**config.mk**
```make
export PLATFORM = sky130hd
export DESIGN_NAME = wb_periph_interconnect
export DESIGN_NICKNAME = d
export VERILOG_FILES = /design/src/rtl/wb_ic_pkg.sv /design/src/rtl/wb_ic_timeout.sv /design/src/rtl/wb_periph_interconnect.sv
export SDC_FILE = /design/constraint.sdc
export NUM_CORES = 1
export LEC_CHECK = 0
export ABC_AREA = 1
export CORE_AREA = 2 2 121 123
export CTS_BUF_LIST = sky130_fd_sc_hd__clkbuf_16
export CTS_CLUSTER_SIZE = 30
export DETAILED_ROUTE_END_ITERATION = 8
export DIE_AREA = 0 0 123 125
export PLACE_DENSITY = 0.78
export RECOVER_POWER = 50
export SETUP_SLACK_MARGIN = 0.5
export SYNTH_ARGS = -nofsm -noshare
export SYNTH_HDL_FRONTEND = slang
export SYNTH_SLANG_ARGS = --single-unit
```
**constraint.sdc**
```tcl
create_clock -name clk -period 3.5 [get_ports clk]
set_clock_uncertainty 0.05 [all_clocks]
set_input_delay 0.525 -clock clk [delete_from_list [all_inputs] [get_ports clk]]
set_output_delay 0.525 -clock clk [all_outputs]
set_load 0.02 [all_outputs]
```
**src/rtl/wb_ic_pkg.sv**
```systemverilog
// -----------------------------------------------------------------------------
// wb_ic_pkg
// Shared types and defaults for the Wishbone peripheral interconnect:
//   - state_e      : interconnect FSM state encoding
//   - *_DEF        : default parameter values for the top level
//   - idx_width()  : clog2-based width helper (never returns 0)
// -----------------------------------------------------------------------------
package wb_ic_pkg;

    typedef enum logic [1:0] {
        ST_IDLE   = 2'd0,
        ST_ACTIVE = 2'd1,
        ST_DONE   = 2'd2,
        ST_ERR    = 2'd3
    } state_e;

    localparam int unsigned WB_NUM_SLAVES_DEF     = 4;
    localparam int unsigned WB_ADDR_WIDTH_DEF     = 32;
    localparam int unsigned WB_DATA_WIDTH_DEF     = 32;
    localparam int unsigned WB_SEL_BITS_DEF       = 8;
    localparam int unsigned WB_TIMEOUT_CYCLES_DEF = 256;

    // Bits needed to index n items; at least 1 so a single-item index is legal.
    function automatic int unsigned idx_width(input int unsigned n);
        return (n <= 1) ? 1 : $clog2(n);
    endfunction

endpackage

```
**src/rtl/wb_ic_timeout.sv**
```systemverilog
// -----------------------------------------------------------------------------
// wb_ic_timeout
// Counts cycles while enabled and flags the cycle in which the count reaches
// TIMEOUT_CYCLES. Built only when WB_TIMEOUT_EN is defined.
// Ports:
//   clk, rst   : clock, synchronous active-high reset
//   en         : count this cycle
//   clr        : clear the counter (wins over en)
//   expire_c   : combinational, high during the TIMEOUT_CYCLES-th enabled cycle
// -----------------------------------------------------------------------------
module wb_ic_timeout
    import wb_ic_pkg::*;
#(
    parameter int unsigned TIMEOUT_CYCLES = WB_TIMEOUT_CYCLES_DEF
) (
    input  logic clk,
    input  logic rst,
    input  logic en,
    input  logic clr,
    output logic expire_c
);

    localparam int unsigned CNT_W = idx_width(TIMEOUT_CYCLES + 1);

    logic [CNT_W-1:0] cnt_q;
    logic [CNT_W-1:0] cnt_d;

    // Next count: clear has priority over increment.
    always_comb begin
        cnt_d = cnt_q;
        if (clr) begin
            cnt_d = '0;
        end else if (en) begin
            cnt_d = cnt_q + CNT_W'(1);
        end
    end

    always_ff @(posedge clk) begin
        if (rst) begin
            cnt_q <= '0;
        end else begin
            cnt_q <= cnt_d;
        end
    end

    // cnt_q counts completed cycles, so the last allowed cycle sees TIMEOUT_CYCLES-1.
    assign expire_c = en && (cnt_q == CNT_W'(TIMEOUT_CYCLES - 1));

endmodule

```
**src/rtl/wb_periph_interconnect.sv**
```systemverilog
// -----------------------------------------------------------------------------
// wb_periph_interconnect
// Single-master to NUM_SLAVES Wishbone peripheral interconnect. The top
// SEL_BITS of the address select a slave; the remaining bits are forwarded as
// the slave offset. Unmapped indices complete with ack+err and zero data.
// Optional macro: WB_TIMEOUT_EN adds an ACTIVE-state watchdog (wb_ic_timeout).
// Ports:
//   clk, rst                      : clock, synchronous active-high reset
//   i_m_cyc/stb/we/sel/adr/dat    : master request
//   o_m_dat/ack/err               : master response (registered)
//   o_m_int                       : registered OR of slave interrupts
//   o_s_cyc/o_s_stb               : one-hot per-slave cycle/strobe
//   o_s_we/sel/adr/dat            : shared slave request fields
//   i_s_dat/ack/int               : slave responses, data flattened per slave
// -----------------------------------------------------------------------------
module wb_periph_interconnect
    import wb_ic_pkg::*;
#(
    parameter int unsigned NUM_SLAVES     = WB_NUM_SLAVES_DEF,
    parameter int unsigned ADDR_WIDTH     = WB_ADDR_WIDTH_DEF,
    parameter int unsigned DATA_WIDTH     = WB_DATA_WIDTH_DEF,
    parameter int unsigned SEL_BITS       = WB_SEL_BITS_DEF,
    parameter int unsigned TIMEOUT_CYCLES = WB_TIMEOUT_CYCLES_DEF
) (
    input  logic                             clk,
    input  logic                             rst,
    input  logic                             i_m_cyc,
    input  logic                             i_m_stb,
    input  logic                             i_m_we,
    input  logic [DATA_WIDTH/8-1:0]          i_m_sel,
    input  logic [ADDR_WIDTH-1:0]            i_m_adr,
    input  logic [DATA_WIDTH-1:0]            i_m_dat,
    output logic [DATA_WIDTH-1:0]            o_m_dat,
    output logic                             o_m_ack,
    output logic                             o_m_err,
    output logic                             o_m_int,
    output logic [NUM_SLAVES-1:0]            o_s_cyc,
    output logic [NUM_SLAVES-1:0]            o_s_stb,
    output logic                             o_s_we,
    output logic [DATA_WIDTH/8-1:0]          o_s_sel,
    output logic [ADDR_WIDTH-SEL_BITS-1:0]   o_s_adr,
    output logic [DATA_WIDTH-1:0]            o_s_dat,
    input  logic [NUM_SLAVES*DATA_WIDTH-1:0] i_s_dat,
    input  logic [NUM_SLAVES-1:0]            i_s_ack,
    input  logic [NUM_SLAVES-1:0]            i_s_int
);

    localparam int unsigned SEL_W = DATA_WIDTH / 8;
    localparam int unsigned OFF_W = ADDR_WIDTH - SEL_BITS;
    localparam int unsigned IDX_W = idx_width(NUM_SLAVES);

    // Reject parameter sets the datapath cannot represent.
    if (NUM_SLAVES < 1 || NUM_SLAVES > 16 || TIMEOUT_CYCLES < 1 ||
        SEL_BITS < 1 || SEL_BITS >= ADDR_WIDTH || SEL_BITS > 31) begin : g_bad_param
        $error("wb_periph_interconnect: illegal parameter combination");
    end

    function automatic logic [NUM_SLAVES-1:0] onehot(input logic [IDX_W-1:0] i);
        return NUM_SLAVES'(1) << i;
    endfunction

    state_e                  state_q, state_d;
    logic [IDX_W-1:0]        idx_q, idx_d;
    logic                    we_q, we_d;
    logic [SEL_W-1:0]        sel_q, sel_d;
    logic [OFF_W-1:0]        adr_q, adr_d;
    logic [DATA_WIDTH-1:0]   wdat_q, wdat_d;
    logic [NUM_SLAVES-1:0]   s_cyc_q, s_cyc_d;
    logic                    m_ack_q, m_ack_d;
    logic                    m_err_q, m_err_d;
    logic [DATA_WIDTH-1:0]   m_dat_q, m_dat_d;
    logic                    int_q, int_d;

    logic [SEL_BITS-1:0]     sel_idx_c;
    logic                    mapped_c;
    logic                    tmo_expire_c;

    assign sel_idx_c = i_m_adr[ADDR_WIDTH-1 -: SEL_BITS];
    // Compare the full index so an all-ones index can never alias onto a slave.
    assign mapped_c  = (32'(sel_idx_c) < NUM_SLAVES);

    // Next-state and registered-output logic.
    always_comb begin
        state_d = state_q;
        idx_d   = idx_q;
        we_d    = we_q;
        sel_d   = sel_q;
        adr_d   = adr_q;
        wdat_d  = wdat_q;
        s_cyc_d = '0;
        m_ack_d = 1'b0;
        m_err_d = 1'b0;
        m_dat_d = m_dat_q;
        int_d   = |i_s_int;

        case (state_q)
            ST_IDLE: begin
                if (i_m_cyc && i_m_stb) begin
                    idx_d  = IDX_W'(sel_idx_c);
                    we_d   = i_m_we;
                    sel_d  = i_m_sel;
                    adr_d  = i_m_adr[OFF_W-1:0];
                    wdat_d = i_m_dat;
                    if (mapped_c) begin
                        state_d = ST_ACTIVE;
                        s_cyc_d = onehot(IDX_W'(sel_idx_c));
                    end else begin
                        state_d = ST_ERR;
                        m_ack_d = 1'b1;
                        m_err_d = 1'b1;
                        m_dat_d = '0;
                    end
                end
            end

            ST_ACTIVE: begin
                // Abort beats a same-cycle slave ack; timeout only when no ack.
                if (!i_m_cyc) begin
                    state_d = ST_IDLE;
                end else if (i_s_ack[idx_q]) begin
                    state_d = ST_DONE;
                    m_ack_d = 1'b1;
                    m_dat_d = i_s_dat[idx_q*DATA_WIDTH +: DATA_WIDTH];
                end else if (tmo_expire_c) begin
                    state_d = ST_ERR;
                    m_ack_d = 1'b1;
                    m_err_d = 1'b1;
                    m_dat_d = '0;
                end else begin
                    s_cyc_d = onehot(idx_q);
                end
            end

            // Response already issued; a held request must not restart.
            ST_DONE, ST_ERR: begin
                if (!i_m_cyc || !i_m_stb) begin
                    state_d = ST_IDLE;
                end
            end

            default: state_d = ST_IDLE;
        endcase
    end

    always_ff @(posedge clk) begin
        if (rst) begin
            state_q <= ST_IDLE;
            idx_q   <= '0;
            we_q    <= 1'b0;
            sel_q   <= '0;
            adr_q   <= '0;
            wdat_q  <= '0;
            s_cyc_q <= '0;
            m_ack_q <= 1'b0;
            m_err_q <= 1'b0;
            m_dat_q <= '0;
            int_q   <= 1'b0;
        end else begin
            state_q <= state_d;
            idx_q   <= idx_d;
            we_q    <= we_d;
            sel_q   <= sel_d;
            adr_q   <= adr_d;
            wdat_q  <= wdat_d;
            s_cyc_q <= s_cyc_d;
            m_ack_q <= m_ack_d;
            m_err_q <= m_err_d;
            m_dat_q <= m_dat_d;
            int_q   <= int_d;
        end
    end

`ifdef WB_TIMEOUT_EN
    logic tmo_en_c;
    logic tmo_clr_c;

    assign tmo_en_c  = (state_q == ST_ACTIVE);
    assign tmo_clr_c = (state_d != ST_ACTIVE);

    wb_ic_timeout #(
        .TIMEOUT_CYCLES (TIMEOUT_CYCLES)
    ) u_timeout (
        .clk      (clk),
        .rst      (rst),
        .en       (tmo_en_c),
        .clr      (tmo_clr_c),
        .expire_c (tmo_expire_c)
    );
`else
    assign tmo_expire_c = 1'b0;
`endif

    assign o_m_dat = m_dat_q;
    assign o_m_ack = m_ack_q;
    assign o_m_err = m_err_q;
    assign o_m_int = int_q;
    assign o_s_cyc = s_cyc_q;
    assign o_s_stb = s_cyc_q;
    assign o_s_we  = we_q;
    assign o_s_sel = sel_q;
    assign o_s_adr = adr_q;
    assign o_s_dat = wdat_q;

endmodule

```
## Word-level counts from Yosys, hierarchy flattened

Cells that the tools add are included.
W data, S select, Z words.

| operators by class | value |
|---|---|
| shift operators | 3 |
| order comparisons | 2 |
| multiplexer cells | 23 |
| bitwise gates (word level) | 1 |
| reductions and logical operators | 12 |
| equality and inequality tests | 9 |

Operators with widths:

| kind | count |
|---|---|
| $mux W32 | 4 |
| $shiftx A128 B8 Y32 | 1 |
| $pmux W32 S2 | 1 |
| $mux W4 | 4 |
| $mux W2 | 5 |
| $ne A2 B2 Y1 const B | 5 |
| $lt A8 B3 Y1 const B | 1 |
| $pmux W4 S2 | 1 |
| $shl A1 B2 Y4 const A | 2 |
| $pmux W2 S3 | 1 |
| $mux W1 | 5 |
| $reduce_and A5 Y1 | 1 |
| $eq A2 B2 Y1 const B | 2 |
| $reduce_or A2 Y1 | 2 |
| $reduce_or A4 Y1 | 1 |
| $lt A2 B3 Y1 const B | 1 |
| $ne A3 B3 Y1 const B | 1 |
| $reduce_and A3 Y1 | 1 |
| $bmux W1 S2 | 1 |
| $eq A2 B1 Y1 const B | 1 |
| $logic_not A1 Y1 | 2 |
| $logic_not A2 Y1 | 1 |
| $pmux W1 S2 | 1 |
| $reduce_and A2 Y1 | 1 |
| other kinds (4) | 4 |

| storage, ports and cells | value |
|---|---|
| register bits after elaboration | 104 |
| output and inout port bits | 104 |
| bits of input ports | 209 |
| logic and storage cells | 61 |

## Depth between registers and ports, before layout

| logic depth | value |
|---|---|
| depth after elaboration | 5 |
| depth in mapped cells | 11 |
| gate-level depth less buffers | 10 |

## Worst setup path before layout

Ideal clock, no wire load.

| path | value |
|---|---|
| kind | input -> register |
| start | in i_m_adr[27] |
| end | reg m_dat_q[11], in the netlist o_m_dat[11] |
| slack | 2.053 ns |
| path buffers | 1 |
| setup time | 0.113 ns |
| data arrival time | 1.285 ns |
| stages | 7 |
| cells stage by stage | nor2_1 -> nand3_1 -> nand3_1 -> nand2_4 -> buf_2 -> nor2_1 -> nor2_1 |

| on the way | value |
|---|---|
| longest elaborated chain between the ends | 3 |

Ends and longest elaborated chain:

| element | RTL line | text |
|---|---|---|
| start, declared | wb_periph_interconnect.sv:31 | `input logic [ADDR_WIDTH-1:0] i_m_adr,` |
| $lt A8 B3 Y1 | wb_periph_interconnect.sv:80 | `assign mapped_c = (32'(sel_idx_c) < NUM_SLAVES);` |
| $ne A2 B2 Y1 (no line) | -- |  |
| $reduce_and A5 Y1 (no line) | -- |  |
| end signal, assigned | wb_periph_interconnect.sv:168 | `m_dat_q <= m_dat_d;` |
| end, declared | wb_periph_interconnect.sv:71 | `logic [DATA_WIDTH-1:0] m_dat_q, m_dat_d;` |

No other way between the ends.
A chain may end at the register's enable or synchronous reset.

## Worst setup path in the final report

| path | value |
|---|---|
| start | reg idx_q[0] |
| end | reg m_dat_q[0], in the netlist o_m_dat[0] |

| on the way | value |
|---|---|
| longest elaborated chain between the ends | 4 |

Ends and longest elaborated chain:

| element | RTL line | text |
|---|---|---|
| start, declared | wb_periph_interconnect.sv:63 | `logic [IDX_W-1:0] idx_q, idx_d;` |
| start signal, assigned | wb_periph_interconnect.sv:160 | `idx_q <= idx_d;` |
| $shiftx A128 B8 Y32 / $bmux W1 S2 (equally long branches) | wb_periph_interconnect.sv:123, wb_periph_interconnect.sv:120 |  |
| $mux W32 / $mux W1 (equally long branches) | wb_periph_interconnect.sv:120 | `end else if (i_s_ack[idx_q]) begin` |
| $mux W32 / $ne A2 B2 Y1 (equally long branches) | -- |  |
| $pmux W32 S2 / $reduce_and A5 Y1 (equally long branches) | -- |  |

Parallel ways exist; a longest one is shown, timed or not. The select of a mux whose other input is x is not followed.

==> impl_metrics.tcl <==
set metrics [dict create \
    htreeDepth 3 \
    grt_pass1_vias 5510 \
    cpMostUsedCell "nand2_1" \
    firstDrtPassIters 4 \
    antenna_left 0 \
    finalSetupViolations 0 \
    power.leakage_nw 3.71 \
    cp.arrival_ns 2.72 \
    drcViolationCount 0 \
    slowest_stage "inv_1" \
    n_antenna_cell 0 \
    synth_area_um2 4920 \
    port_buffers 312 \
    chipHeight_um 125 \
    peakVddDrop_v 0.000253 \
    worstPathMaxFanout 63 \
    cp-start-kind "flop" \
    synth_largest_area_cell "dfxtp_1" \
    yosys.cell_count.top_type "nand2_1" \
    multi_input_area_um2 2510 \
    yosysSeqAreaShare 0.423 \
    fillers 1380 \
    gp_congestion 0.826 \
    clk_pin_slew_ns 0.07 \
    maxCapViolations 0 \
    placed_area_um2 8060 \
    routed_wl_um 16700 \
    cts_resized 0 \
    grt_overflow_total 0 \
    dieArea_um2 15400 \
    hp-class "reg2reg" \
    final_nets 1277 \
    yosysWarnings 0 \
    power_density_nw_per_um2 374 \
    rsz0062_at_grt "false" \
    period_needed_ns 2.54 \
    cp_cell_sequence "inv_1 -> nand2_1 -> nand2_1 -> nand2_1 -> nand2_1 -> nand2_1 -> nand2_4 -> nand2_1 -> nand2_1 -> nor2_1" \
    yosysTopAreaCellShare 0.423 \
    postCtsSetupRepairBufs 0 \
    seq_area_um2 2080 \
    rows 44 \
    dominantRegCellSynth "dfxtp_1" \
    final_area_um2 8340 \
    wl_per_cell_um 13.3 \
    design_power_total_w 0.00312 \
    cts-buffers-inserted 9 \
    insertion_delay_ns 0.34 \
    finalSetupTns_ns 0 \
    synthesis.nets 1002 \
    tritoncts "done" \
    fin_crit_sh 0.726 \
    root_buffer "clkbuf_16" \
    max_freq_mhz 394 \
    hold_viol_final 0 \
    hpwl_um 12800 \
    synthesis.instances 793 \
    path_class "reg2reg" \
    syn_avg_cell_area_um2 6.21 \
    grt_pass1_wl_um 26300 \
    cts_sinks 104 \
    grt_max_degree 65 \
    drive_above_1_share 0.0252 \
    synth-edff-count 0 \
    drt_iter0_drc 299 \
    slowest_delay_ns 0.79 \
    die_w_um 123 \
    clockBufferDepth 2 \
    worst_slack_ns 0.960 \
    synthTopCellsByCount "302 x nand2_1, 198 x nor2_1, 104 x dfxtp_1" \
    tightestPinTransition_ns 1.10 \
    ys_ff_latch 104 \
    slew_headroom 0.264 \
    place_ws_ns 1.10 \
    cp_data_required_time_ns 3.68 \
    coreArea_um2 14200 \
    grt_util_all_layers 0.215 \
    routed_via_density 4.57 \
    yosysUniqueCellTypes 21 \
    ys_async_sr_fraction 0 \
    crit_path_end_kind "flop" \
    antenna_found_initial 0 \
    area_growth_pct 69.4 \
    num_vias 5746 \
    status "complete, no violations" \
    holdBufCountCts 0 \
    initial_core_util 0.347 \
    post-route-util 0.587 \
    slew_violations 0 \
    synth_area_leaders "dfxtp_1 42%, nand2_1 23%, nor2_1 15%" \
    io_pins 313 \
]
==> final cells by class <==
cell class	count	share of cell area
Clock buffer	9	0.0270
Tap cell	184	0.0276
Inverter	14	0.00630
Sequential cell	104	0.250
Clock inverter	7	0.00660
Timing Repair Buffer	317	0.382
Multi-Input combinational cell	622	0.301
==> path summary, 6_finish.rpt <==
check / startpoint / end / slack, ns / depth (start not counted)
hold reg to reg: o_s_dat[16] / o_s_dat[16] / 0.43 / 2
setup reg to reg: idx_q[0] / o_m_dat[0] / 0.96 / 10
setup / recovery: idx_q[0] / o_m_dat[0] / 0.96 / 10
hold / removal: o_s_dat[16] / o_s_dat[16] / 0.43 / 2
==> cells in the final DEF (no fill, tap or decap), drive strengths merged <==
cell,n
clkdlybuf4s50,221
clkinvlp,1
clkbuf,10
dlygate4sd3,91
nor2,200
nor4,1
nand3b,1
o21a,2
o21ai,62
dfxtp,104
buf,4
nand3,42
inv,19
nand4,2
nand2,304
clkinv,1
a21oi,8
==> sequential cells by signal, summed over array words and instances (netlist names) <==
register / flops
o_m_int: 1
o_s_dat: 32
o_s_we: 1
o_s_adr: 24
idx_q: 2
o_m_ack: 1
o_s_cyc: 4
o_s_sel: 4
o_m_err: 1
state_q: 2
o_m_dat: 32
==> per-layer routing <==
layer,track usage,share of wire,up-vias
li1,-,-,3001
met1,0.225,0.38,2506
met2,0.388,0.49,216
met3,0.0803,0.11,23
met4,0.0782,0.024,0
met5,0,0,-
==> power by group <==
group / internal [W] / switching (W)
clock: 0.000493 / 0.000461
combinational: 0.000431 / 0.000420
sequential: 0.00127 / 0.0000411
==> worst max-delay path, delay by kind of cell (launching register included) <==
family                 cells  cell delay (ns)
AND/OR/NAND/NOR            9             1.24
buffers and inverters      1             0.79
flip-flops                 1             0.31
==> cells by family after synthesis <==
group	count (synthesis)	synth area share
compound gates	72	0.0742
buf+inv	67	0.0666
flops	104	0.423
simple gates	550	0.436
==> through the flow <==
| step | hold WS [ns] | std cells |
|---|---|---|
| floorplan | 0.396 | 793 |
| global placement | 0.410 | 1241 |
| detailed placement | 0.421 | 1241 |
| CTS | 0.437 | 1257 |
| global route | 0.451 | 1257 |
| finish | 0.427 | 1257 |
(Power assumes the default switching activity.)
